**config.mk**
```make
export PLATFORM = sky130hd
export DESIGN_NAME = branch_unit_flat
export DESIGN_NICKNAME = d
export VERILOG_FILES = /design/src/rtl/branch_unit_if.sv /design/src/rtl/branch_unit.sv /design/src/flat_wrapper.sv
export SDC_FILE = /design/constraint.sdc
export NUM_CORES = 1
export LEC_CHECK = 0
export CORE_ASPECT_RATIO = 0.8
export CORE_UTILIZATION = 25
export CTS_BUF_LIST = sky130_fd_sc_hd__clkbuf_8
export CTS_CLUSTER_DIAMETER = 200
export DETAILED_ROUTE_END_ITERATION = 10
export SYNTH_ARGS = -nofsm -noshare
export SYNTH_HDL_FRONTEND = slang
export SYNTH_SLANG_ARGS = --single-unit
```
**constraint.sdc**
```tcl
create_clock -name clk -period 5.5 [get_ports clk]
set_clock_uncertainty 0.1 [all_clocks]
set_input_delay 1.1 -clock clk [delete_from_list [all_inputs] [get_ports clk]]
set_output_delay 1.1 -clock clk [all_outputs]
set_load 0.02 [all_outputs]
```
**src/rtl/branch_unit_if.sv**
```systemverilog
// Execute-stage branch unit bus: issue-side operands with valid/ready and the
// registered result with valid/ready toward writeback.
interface branch_unit_if #(
  parameter int XLEN = 32
);
  logic            in_valid;
  logic            in_ready;
  logic [3:0]      in_ctrl;
  logic [2:0]      in_func3;
  logic [XLEN-1:0] in_pc;
  logic [XLEN-1:0] in_rs1;
  logic [XLEN-1:0] in_rs2;
  logic [XLEN-1:0] in_imm;
  logic            in_pred_taken;
  logic [XLEN-1:0] in_pred_target;

  logic            out_valid;
  logic            out_ready;
  logic [3:0]      out_branch_type;
  logic            out_taken;
  logic [XLEN-1:0] out_target;
  logic [XLEN-1:0] out_link;
  logic            out_mispredict;
  logic [XLEN-1:0] out_redirect_pc;

  modport master (
    output in_valid, in_ctrl, in_func3, in_pc, in_rs1, in_rs2, in_imm,
           in_pred_taken, in_pred_target, out_ready,
    input  in_ready, out_valid, out_branch_type, out_taken, out_target,
           out_link, out_mispredict, out_redirect_pc
  );

  modport slave (
    input  in_valid, in_ctrl, in_func3, in_pc, in_rs1, in_rs2, in_imm,
           in_pred_taken, in_pred_target, out_ready,
    output in_ready, out_valid, out_branch_type, out_taken, out_target,
           out_link, out_mispredict, out_redirect_pc
  );
endinterface

```
**src/rtl/branch_unit.sv**
```systemverilog
// Registered branch resolution unit with misprediction detection.
// Optional 2-bit branch history table enabled by defining BRU_BHT_EN.
module branch_unit #(
  parameter int XLEN      = 32,
  parameter int BHT_DEPTH = 64
) (
  input  logic            clk,
  input  logic            rst,
  input  logic            flush,
  branch_unit_if.slave    bus,
  input  logic [XLEN-1:0] pred_pc,
  output logic            pred_taken
);
  localparam logic [3:0] CTRL_JALR  = 4'b0010;
  localparam logic [3:0] CTRL_BTYPE = 4'b0001;

  function automatic logic branch_cond(input logic [2:0] f3,
                                       input logic signed [XLEN-1:0] a,
                                       input logic signed [XLEN-1:0] b);
    case (f3)
      3'b000:  branch_cond = (a == b);
      3'b001:  branch_cond = (a != b);
      3'b100:  branch_cond = (a < b);
      3'b101:  branch_cond = (a >= b);
      3'b110:  branch_cond = ($unsigned(a) < $unsigned(b));
      3'b111:  branch_cond = ($unsigned(a) >= $unsigned(b));
      default: branch_cond = 1'b0;
    endcase
  endfunction

  logic signed [XLEN-1:0] rs1_s;
  logic signed [XLEN-1:0] rs2_s;
  logic                   one_hot;
  logic                   cond;
  logic                   taken;
  logic [3:0]             br_type;
  logic [XLEN-1:0]        target;
  logic [XLEN-1:0]        link;
  logic                   mispredict;
  logic [XLEN-1:0]        redirect;
  logic                   accept;
  logic                   drain;

  logic                   vld_p0;
  logic [3:0]             br_type_p0;
  logic                   taken_p0;
  logic [XLEN-1:0]        target_p0;
  logic [XLEN-1:0]        link_p0;
  logic                   mispredict_p0;
  logic [XLEN-1:0]        redirect_p0;

  logic unused_pred;
  assign unused_pred = ^pred_pc;

  assign rs1_s   = bus.in_rs1;
  assign rs2_s   = bus.in_rs2;
  assign one_hot = (bus.in_ctrl != 4'd0) &&
                   ((bus.in_ctrl & (bus.in_ctrl - 4'd1)) == 4'd0);

  always_comb begin
    cond    = branch_cond(bus.in_func3, rs1_s, rs2_s);
    link    = bus.in_pc + XLEN'(4);
    target  = bus.in_pc + bus.in_imm;
    if (bus.in_ctrl == CTRL_JALR)
      target = (bus.in_rs1 + bus.in_imm) & ~XLEN'(1);
    br_type = 4'b0000;
    taken   = 1'b0;
    // Malformed control vectors resolve to a plain not-taken, untyped op.
    if (one_hot) begin
      br_type = {bus.in_ctrl[3], bus.in_ctrl[2], bus.in_ctrl[1], bus.in_ctrl[0] & cond};
      taken   = bus.in_ctrl[2] | bus.in_ctrl[1] | (bus.in_ctrl[0] & cond);
    end
    mispredict = (taken != bus.in_pred_taken) ||
                 (taken && (target != bus.in_pred_target));
    redirect   = taken ? target : link;
  end

  assign bus.in_ready = ~vld_p0 | bus.out_ready;
  assign accept       = bus.in_valid & bus.in_ready & ~flush;
  assign drain        = vld_p0 & bus.out_ready;

  // Stage p0: one-entry output register
  always_ff @(posedge clk) begin
    if (rst) begin
      vld_p0        <= 1'b0;
      br_type_p0    <= '0;
      taken_p0      <= 1'b0;
      target_p0     <= '0;
      link_p0       <= '0;
      mispredict_p0 <= 1'b0;
      redirect_p0   <= '0;
    end else if (flush) begin
      vld_p0 <= 1'b0;
    end else if (accept) begin
      vld_p0        <= 1'b1;
      br_type_p0    <= br_type;
      taken_p0      <= taken;
      target_p0     <= target;
      link_p0       <= link;
      mispredict_p0 <= mispredict;
      redirect_p0   <= redirect;
    end else if (drain) begin
      vld_p0 <= 1'b0;
    end
  end

  assign bus.out_valid       = vld_p0;
  assign bus.out_branch_type = br_type_p0;
  assign bus.out_taken       = taken_p0;
  assign bus.out_target      = target_p0;
  assign bus.out_link        = link_p0;
  assign bus.out_mispredict  = mispredict_p0;
  assign bus.out_redirect_pc = redirect_p0;

`ifdef BRU_BHT_EN
  localparam int IDX_W = (BHT_DEPTH > 1) ? $clog2(BHT_DEPTH) : 1;

  function automatic logic [1:0] sat_step(input logic [1:0] c, input logic up);
    if (up) sat_step = (c == 2'b11) ? c : c + 2'b01;
    else    sat_step = (c == 2'b00) ? c : c - 2'b01;
  endfunction

  logic [1:0]       bht [BHT_DEPTH];
  logic             btype_p0;
  logic [IDX_W-1:0] idx_p0;

  // Training happens when a branch leaves the output register, so flushed
  // entries never touch the table.
  always_ff @(posedge clk) begin
    if (rst) begin
      btype_p0 <= 1'b0;
      idx_p0   <= '0;
      for (int i = 0; i < BHT_DEPTH; i++) bht[i] <= 2'b01;
    end else begin
      if (accept) begin
        btype_p0 <= (bus.in_ctrl == CTRL_BTYPE);
        idx_p0   <= bus.in_pc[IDX_W+1:2];
      end
      if (drain && !flush && btype_p0)
        bht[idx_p0] <= sat_step(bht[idx_p0], taken_p0);
    end
  end

  assign pred_taken = bht[pred_pc[IDX_W+1:2]][1];
`else
  localparam int unused_bht_depth = BHT_DEPTH;
  assign pred_taken = 1'b0;
`endif
endmodule

```
**src/flat_wrapper.sv**
```systemverilog
// flat-port wrapper written by rule: the top's interface ports become plain ports
module branch_unit_flat 
#(
  parameter int XLEN      = 32,
  parameter int BHT_DEPTH = 64
)
  (clk, rst, flush, pred_pc, pred_taken, bus_in_valid, bus_in_ctrl, bus_in_func3, bus_in_pc, bus_in_rs1, bus_in_rs2, bus_in_imm, bus_in_pred_taken, bus_in_pred_target, bus_out_ready, bus_in_ready, bus_out_valid, bus_out_branch_type, bus_out_taken, bus_out_target, bus_out_link, bus_out_mispredict, bus_out_redirect_pc);
  branch_unit_if #(.XLEN(XLEN)) bus_i ();
  input  logic clk;
  input  logic rst;
  input  logic flush;
  input  logic [XLEN-1:0] pred_pc;
  output logic pred_taken;
  input wire logic [$bits(bus_i.in_valid)-1:0] bus_in_valid;
  input wire logic [$bits(bus_i.in_ctrl)-1:0] bus_in_ctrl;
  input wire logic [$bits(bus_i.in_func3)-1:0] bus_in_func3;
  input wire logic [$bits(bus_i.in_pc)-1:0] bus_in_pc;
  input wire logic [$bits(bus_i.in_rs1)-1:0] bus_in_rs1;
  input wire logic [$bits(bus_i.in_rs2)-1:0] bus_in_rs2;
  input wire logic [$bits(bus_i.in_imm)-1:0] bus_in_imm;
  input wire logic [$bits(bus_i.in_pred_taken)-1:0] bus_in_pred_taken;
  input wire logic [$bits(bus_i.in_pred_target)-1:0] bus_in_pred_target;
  input wire logic [$bits(bus_i.out_ready)-1:0] bus_out_ready;
  output wire logic [$bits(bus_i.in_ready)-1:0] bus_in_ready;
  output wire logic [$bits(bus_i.out_valid)-1:0] bus_out_valid;
  output wire logic [$bits(bus_i.out_branch_type)-1:0] bus_out_branch_type;
  output wire logic [$bits(bus_i.out_taken)-1:0] bus_out_taken;
  output wire logic [$bits(bus_i.out_target)-1:0] bus_out_target;
  output wire logic [$bits(bus_i.out_link)-1:0] bus_out_link;
  output wire logic [$bits(bus_i.out_mispredict)-1:0] bus_out_mispredict;
  output wire logic [$bits(bus_i.out_redirect_pc)-1:0] bus_out_redirect_pc;
  assign bus_i.in_valid = bus_in_valid;
  assign bus_i.in_ctrl = bus_in_ctrl;
  assign bus_i.in_func3 = bus_in_func3;
  assign bus_i.in_pc = bus_in_pc;
  assign bus_i.in_rs1 = bus_in_rs1;
  assign bus_i.in_rs2 = bus_in_rs2;
  assign bus_i.in_imm = bus_in_imm;
  assign bus_i.in_pred_taken = bus_in_pred_taken;
  assign bus_i.in_pred_target = bus_in_pred_target;
  assign bus_i.out_ready = bus_out_ready;
  assign bus_in_ready = bus_i.in_ready;
  assign bus_out_valid = bus_i.out_valid;
  assign bus_out_branch_type = bus_i.out_branch_type;
  assign bus_out_taken = bus_i.out_taken;
  assign bus_out_target = bus_i.out_target;
  assign bus_out_link = bus_i.out_link;
  assign bus_out_mispredict = bus_i.out_mispredict;
  assign bus_out_redirect_pc = bus_i.out_redirect_pc;
  branch_unit #(.XLEN(XLEN), .BHT_DEPTH(BHT_DEPTH)) u_core (.clk(clk), .rst(rst), .flush(flush), .bus(bus_i), .pred_pc(pred_pc), .pred_taken(pred_taken));
endmodule
```
==> impl_metrics.py, run 1 <==
metrics = {
    "drt": {
        "vias": 11300,
        "vias_per_cell": 5.06,
        "dr.pass1.iters": 6,
        "drtIter0Drc": 886,
        "drtAntennaViolNets": 0,
        "wire_per_inst_um": 19.2,
        "drt-total-wl_um": 43000,
        "drc": 0,
    },
    "sta": {
        "period_minus_slack_ns": 5.16,
        "finalCritPeriodShare_pct": 93.9,
        "maxSlewHeadroom_pct": 31.9,
        "hold_viol": 0,
        "fin_setup_tns_ns": 0,
        "max_freq_ghz": 0.194,
        "worst_slew_pin_slew_ns": 1.02,
        "final_max_slew_viol_count": 0,
        "rsz0062_at_grt": "false",
        "setup_viol": 0,
        "setup_ws_ns": 0.335,
    },
    "yosys": {
        "ys_types": 78,
        "postSynthCellCount": 1364,
        "yosys_warnings": 0,
        "syn_area_per_cell_sq_um": 7.45,
        "ys_seq_area_share_pct": 20.3,
        "synth_area_sq_um": 10200,
        "yosys_most_used_dff": "dfxtp_1",
        "synth_edf_count": 0,
        "synthesis.nets": 1665,
        "synth_seq_cells": 103,
        "yosysMostFrequentCell": "nand2_1",
        "yosysTopAreaCell": "dfxtp_1",
        "synthTopCellsByArea": "dfxtp_1 (20%), ha_1 (12%), a21oi_1 (6.7%), nand2_1 (5.5%), nor2_1 (5.3%)",
        "post_synth_most_frequent_cells": "nand2_1 (148), nor2_1 (143), a21oi_1 (137)",
        "synth.top_cell.area_share_pct": 20.3,
        "async_flop_share_pct": 0,
    },
    "worst_setup_path": {
        "path_delay_family": "simple AND/OR/NAND/NOR gates",
        "critPathLaunchType": "primary input",
        "slowest_delay_ns": 0.54,
        "crit_buf_inv": 1,
        "worstPathArrival_ns": 5.33,
        "cp_common_cell": "a21oi_1",
        "end_kind": "flop",
        "path_cells": "clkdlybuf4s50_1 -> ha_1 -> fa_1 -> a21o_1 -> a221oi_2 -> o21ai_1 -> a21oi_1 -> mux2i_1 -> a21oi_1 -> or3b_2 -> a2111oi_2 -> nand4b_1 -> or4_1 -> nor4_2 -> nor3_1",
        "worst-setup-path-type": "primary input to flop",
        "crit_path_top_delay_cell": "or4_1",
        "cp_max_fo": 3,
        "worstPathRequired_ns": 5.66,
    },
    "run": {
        "maxCapViolations": 0,
    },
    "clock_tree": {
        "cts_buffers": 9,
        "clkTransAtPathRegs_ns": 0.10,
        "insertion_delay_ns": 0.39,
        "tritoncts": "yes",
        "clockRootBuffer": "clkbuf_8",
        "holdBufCountCts": 0,
        "cts_sinks": 103,
        "cts.htree.levels": 3,
        "clockBufferDepth": 2,
    },
    "die": {
        "ioPinCount": 310,
        "die_y_um": 182,
        "std_cell_rows": 65,
        "initial_core_util_pct": 25.6,
        "fp.dieArea_sq_um": 41500,
        "fp.dieW_um": 227,
        "core_area_sq_um": 39800,
    },
    "global_route": {
        "grt_pass1_vias": 10700,
        "grt_max_degree": 151,
        "overflow": 0,
        "grt_pass1_wl_um": 63300,
        "antenna_found_initial": 4,
        "track_usage_pct": 20.3,
    },
    "cells_and_area": {
        "fill_cells": 4141,
        "area_delta_synth_final_pct": 42.6,
        "seq_area_sq_um": 2060,
        "multi_input_area_sq_um": 7630,
        "drive_gt1_share_pct": 9.97,
        "nNetsFinal": 2001,
    },
    "place": {
        "gp_congestion": 0.901,
        "dpl.hpwl_um": 36200,
        "pre_cts_slack_ns": -0.145,
        "io_buffers": 276,
    },
    "power_and_ir_drop": {
        "p_per_area_nw_per_um2": 192,
        "ir_worst_vdd_mv": 0.114,
        "power.leakage_nw": 5.93,
    },
    "run_status": {
        "status": "completed",
    },
    "worst_hold_path": {
        "min_path_type": "flop to flop",
    },
}
[worst reg2reg max path: stages (launching register included)]
cell	delay (ns)
dfxtp_1	0.33
nor2b_1	0.16
inv_1	0.08
nand3b_1	0.16
a2111oi_2	0.41
o21ai_1	0.13
nor4b_2	0.25
o2111ai_1	0.16
a2111oi_2	0.24
nand4b_1	0.14
or4_1	0.54
nor4_2	0.19
nor3_1	0.07
[logic make-up (layout without fill, tap and decap cells)]
kind of cell | after synthesis | after routing | share of synthesized area (%)
fa+ha+maj | 96 | 96 | 12.0
simple gates | 506 | 506 | 23.9
buf+inv | 125 | 466 | 4.82
flops | 103 | 103 | 20.3
mux | 52 | 52 | 5.29
compound gates | 382 | 382 | 24.8
xor+xnor | 99 | 99 | 8.96
other cells | 1 | 3 | 0.0369
[per-layer routing]
| layer | up-vias | global-route usage (%) | share of wire (%) |
|---|---|---|---|
| met2 | 352 | 33.9 | 46 |
| met1 | 5260 | 26.9 | 46 |
| met4 | 4 | 5.45 | 2.5 |
| met3 | 51 | 3.03 | 5.0 |
| li1 | 5679 | - | - |
| met5 | - | 0 | 0.063 |
[cell type report]
type | instances | area share (%)
multi-input cells | 1136 | 52.7
repair buffers | 394 | 25.5
flip-flops and latches | 103 | 14.2
well taps | 536 | 4.63
inverters | 56 | 1.45
clock buffers | 9 | 0.854
clock inverters | 7 | 0.673
diodes | 2 | 0.0345
[metrics by stage]
stage	instance area, sq um	total power, mW	util, %	instances	hold WS (ns)
after floorplan	10200	1.61	-	1364	0.430
after global placement	14300	2.24	35.9	2225	0.342
after detailed placement	14300	2.25	35.9	2225	0.345
after CTS	14500	2.81	36.4	2241	0.360
after global routing	14500	2.96	36.5	2242	0.381
final	14500	2.79	36.5	2243	0.356
[state kept, by name, indices dropped and copies added (netlist names)]
name,count
u_core.bus.out_branch_type,4
u_core.bus.out_link,32
u_core.bus.out_mispredict,1
u_core.bus.out_redirect_pc,32
u_core.bus.out_taken,1
u_core.bus.out_target,32
u_core.bus.out_valid,1
[report_power, final]
group          total (mW)  switching (mW)  internal, mW
Combinational        1.42           0.766         0.653
Clock               0.545           0.287         0.258
Sequential          0.827          0.0319         0.795
[cell usage in the layout, fill, tap and decap left out, drive strengths merged, types with 10 or more instances in the layout]
cell,count
clkdlybuf4s50,275
nand2,148
a211oi,68
inv,58
nand3,48
nor2,143
and2,17
xnor2,57
a21oi,137
mux2i,48
o211ai,15
dfxtp,103
o21a,10
ha,94
nor3,28
nor2b,12
xor2,39
o21ai,45
and3,20
buf,119
nand4,25
a31oi,11
a21o,22
[path summary, 6_finish.rpt]
| kind | end | depth (start not counted) | slack, ns | from |
|---|---|---|---|---|
| setup / recovery | u_core.bus.out_mispredict | 15 | 0.34 | bus_in_imm[0] |
| hold / removal | u_core.bus.out_redirect_pc[28] | 2 | 0.36 | u_core.bus.out_redirect_pc[28] |
| setup reg to reg | u_core.bus.out_mispredict | 12 | 2.43 | u_core.bus.out_valid |
| hold reg to reg | u_core.bus.out_redirect_pc[28] | 2 | 0.36 | u_core.bus.out_redirect_pc[28] |
[what timing repair did]
action,4_1_cts,5_1_grt
setup buffers,0,0
gates resized for setup,0,2
endpoints found under the setup margin,0,1
Power figures use the tool's default switching activity.
==> run 2: changes to the inputs <==
- CAP_MARGIN: unset -> 25
- CORE_ASPECT_RATIO: 0.8 -> 1.75
==> run 2 against run 1 <==
Against the previous run: sequential power about the same; via count is 2.1% higher; sequential share of layout area decreased by 0.45 points; register-to-register slack lost 0.13 ns; non-clock buffer count up 73; maximum frequency is 1.9% lower; flip-flop and latch count unchanged; largest cell class unchanged; largest power group unchanged.
==> impl_metrics.py, run 2 (same netlist as run 1, synthesis figures left out) <==
metrics = {
    "sta": {
        "final_max_slew_viol_count": 0,
        "hold_viol": 0,
        "maxSlewHeadroom_pct": 47.4,
        "setup_ws_ns": 0.233,
        "worst_hold_slack_ns": 0.355,
        "max_freq_ghz": 0.190,
        "setup_viol": 0,
        "finalCritPeriodShare_pct": 95.8,
        "rsz0062_at_grt": "false",
        "worst_slew_pin_slew_ns": 0.785,
        "period_minus_slack_ns": 5.27,
    },
    "power_and_ir_drop": {
        "power.leakage_nw": 6.27,
        "p_per_area_nw_per_um2": 189,
        "p_total_mw": 2.82,
        "netSwitchingPower_mw": 1.12,
        "seqPwrFrac_pct": 29.2,
        "ir_worst_vdd_mv": 0.170,
        "power.share.switching_pct": 39.6,
        "p_comb_share_pct": 53.4,
        "internal_power_mw": 1.70,
        "clkPwrFrac_pct": 17.4,
    },
    "place": {
        "pre_cts_slack_ns": -0.309,
        "gp_congestion": 0.909,
        "dpl_cell_area_sq_um": 14800,
        "dpl.hpwl_um": 37900,
        "io_buffers": 276,
    },
    "die": {
        "die_y_um": 269,
        "ioPinCount": 310,
        "fp.dieW_um": 154,
        "core_area_sq_um": 40100,
        "std_cell_rows": 97,
        "initial_core_util_pct": 25.4,
        "fp.dieArea_sq_um": 41500,
    },
    "cells_and_area": {
        "fin_area_sq_um": 15000,
        "fill_cells": 4203,
        "drive_gt1_share_pct": 13.7,
        "layout_common_cells": "clkdlybuf4s50_1 (275), buf_4 (189), nand2_1 (148)",
        "nNetsFinal": 2074,
        "area_delta_synth_final_pct": 47.3,
        "mostFrequentLayoutCell": "clkdlybuf4s50_1",
    },
    "worst_setup_path": {
        "cp_max_fo": 4,
        "worst-setup-path-type": "primary input to flop",
        "worstPathRequired_ns": 5.68,
        "critPathLaunchType": "primary input",
        "worstPathArrival_ns": 5.44,
        "end_kind": "flop",
    },
    "global_route": {
        "track_usage_pct": 20.9,
        "overflow": 0,
        "antenna_found_initial": 9,
        "grt_pass1_wl_um": 65600,
        "grt_pass1_vias": 11500,
        "grt_max_degree": 151,
    },
    "clock_tree": {
        "post_cts_resized": 0,
        "cts.htree.levels": 3,
        "insertion_delay_ns": 0.39,
        "tritoncts": "yes",
        "cts_sinks": 103,
        "cts_buffers": 9,
        "postCtsSetupBuffers": 0,
        "clockRootBuffer": "clkbuf_8",
        "clkTransAtPathRegs_ns": 0.10,
        "clockBufferDepth": 2,
        "holdBufCountCts": 0,
    },
    "drt": {
        "vias_per_cell": 5.08,
        "drtAntennaViolNets": 0,
        "drtIter0Drc": 679,
        "dr.pass1.iters": 5,
        "wire_per_inst_um": 19.4,
        "drc": 0,
        "vias": 11600,
        "drt-total-wl_um": 44200,
    },
    "run": {
        "maxCapViolations": 0,
    },
    "run_status": {
        "status": "completed",
    },
    "worst_hold_path": {
        "min_path_type": "flop to flop",
    },
}
==> run 2: worst paths after layout <==
path                                                      from                              to  slack, ns  depth (start not counted)
worst min-delay path            u_core.bus.out_redirect_pc[18]  u_core.bus.out_redirect_pc[18]       0.35                          2
worst min register to register  u_core.bus.out_redirect_pc[18]  u_core.bus.out_redirect_pc[18]       0.35                          2
worst max-delay path                             bus_in_imm[0]       u_core.bus.out_mispredict       0.23                         17
worst max register to register            u_core.bus.out_valid       u_core.bus.out_mispredict       2.30                         12
==> run 2: routing by layer <==
| layer | global-route usage (%) | routed length, um | up-vias |
|---|---|---|---|
| li1 | - | - | 5796 |
| met5 | 0 | 0 | - |
| met2 | 40.0 | 23500 | 279 |
| met1 | 21.7 | 16900 | 5420 |
| met3 | 1.41 | 1160 | 88 |
| met4 | 13.7 | 2590 | 0 |
==> run 2: final cells by class <==
cell class                 instances  area [sq um]  share of cell area [%]
clock buffer                      11           151                    1.01
multi-input combinational       1136          7630                    51.0
sequential                       103          2060                    13.8
clock inverter                     5          40.0                   0.267
timing repair buffer             467          4230                    28.3
tap                              495           619                    4.14
antenna                            9          22.5                   0.150
inverter                          56           210                    1.40
==> run 2: stage by stage <==
stage | util [%] | instances | TNS [ns]
2_1_floorplan | - | 1364 | 0
3_3_place_gp | 36.8 | 2257 | -0.313
3_5_place_dp | 36.8 | 2257 | -0.309
4_1_cts | 37.3 | 2273 | 0
5_1_grt | 37.4 | 2282 | 0
6_report | 37.4 | 2282 | 0
==> run 2: power by group through the flow <==
stage	clock [mW]	sequential, mW	combinational (mW)
finish	0.490	0.825	1.51
global route	0.536	0.831	1.63
CTS	0.509	0.826	1.51
floorplan	0	0.897	0.712
detailed placement	0	0.843	1.50
global placement	0	0.842	1.49
==> run 2: worst max-delay path: stages <==
cell and delay, ns:
clkdlybuf4s50_1 0.51, and2_1 0.22, fa_1 0.38, a21o_1 0.23
a221o_1 0.38, nand4_1 0.13, a31oi_1 0.24, buf_4 0.23
and4_1 0.14, a2111oi_1 0.46, buf_4 0.19, and3_1 0.18
xor2_1 0.16, nand2_1 0.10, or4_1 0.47, nor4_1 0.25
nor3_1 0.07
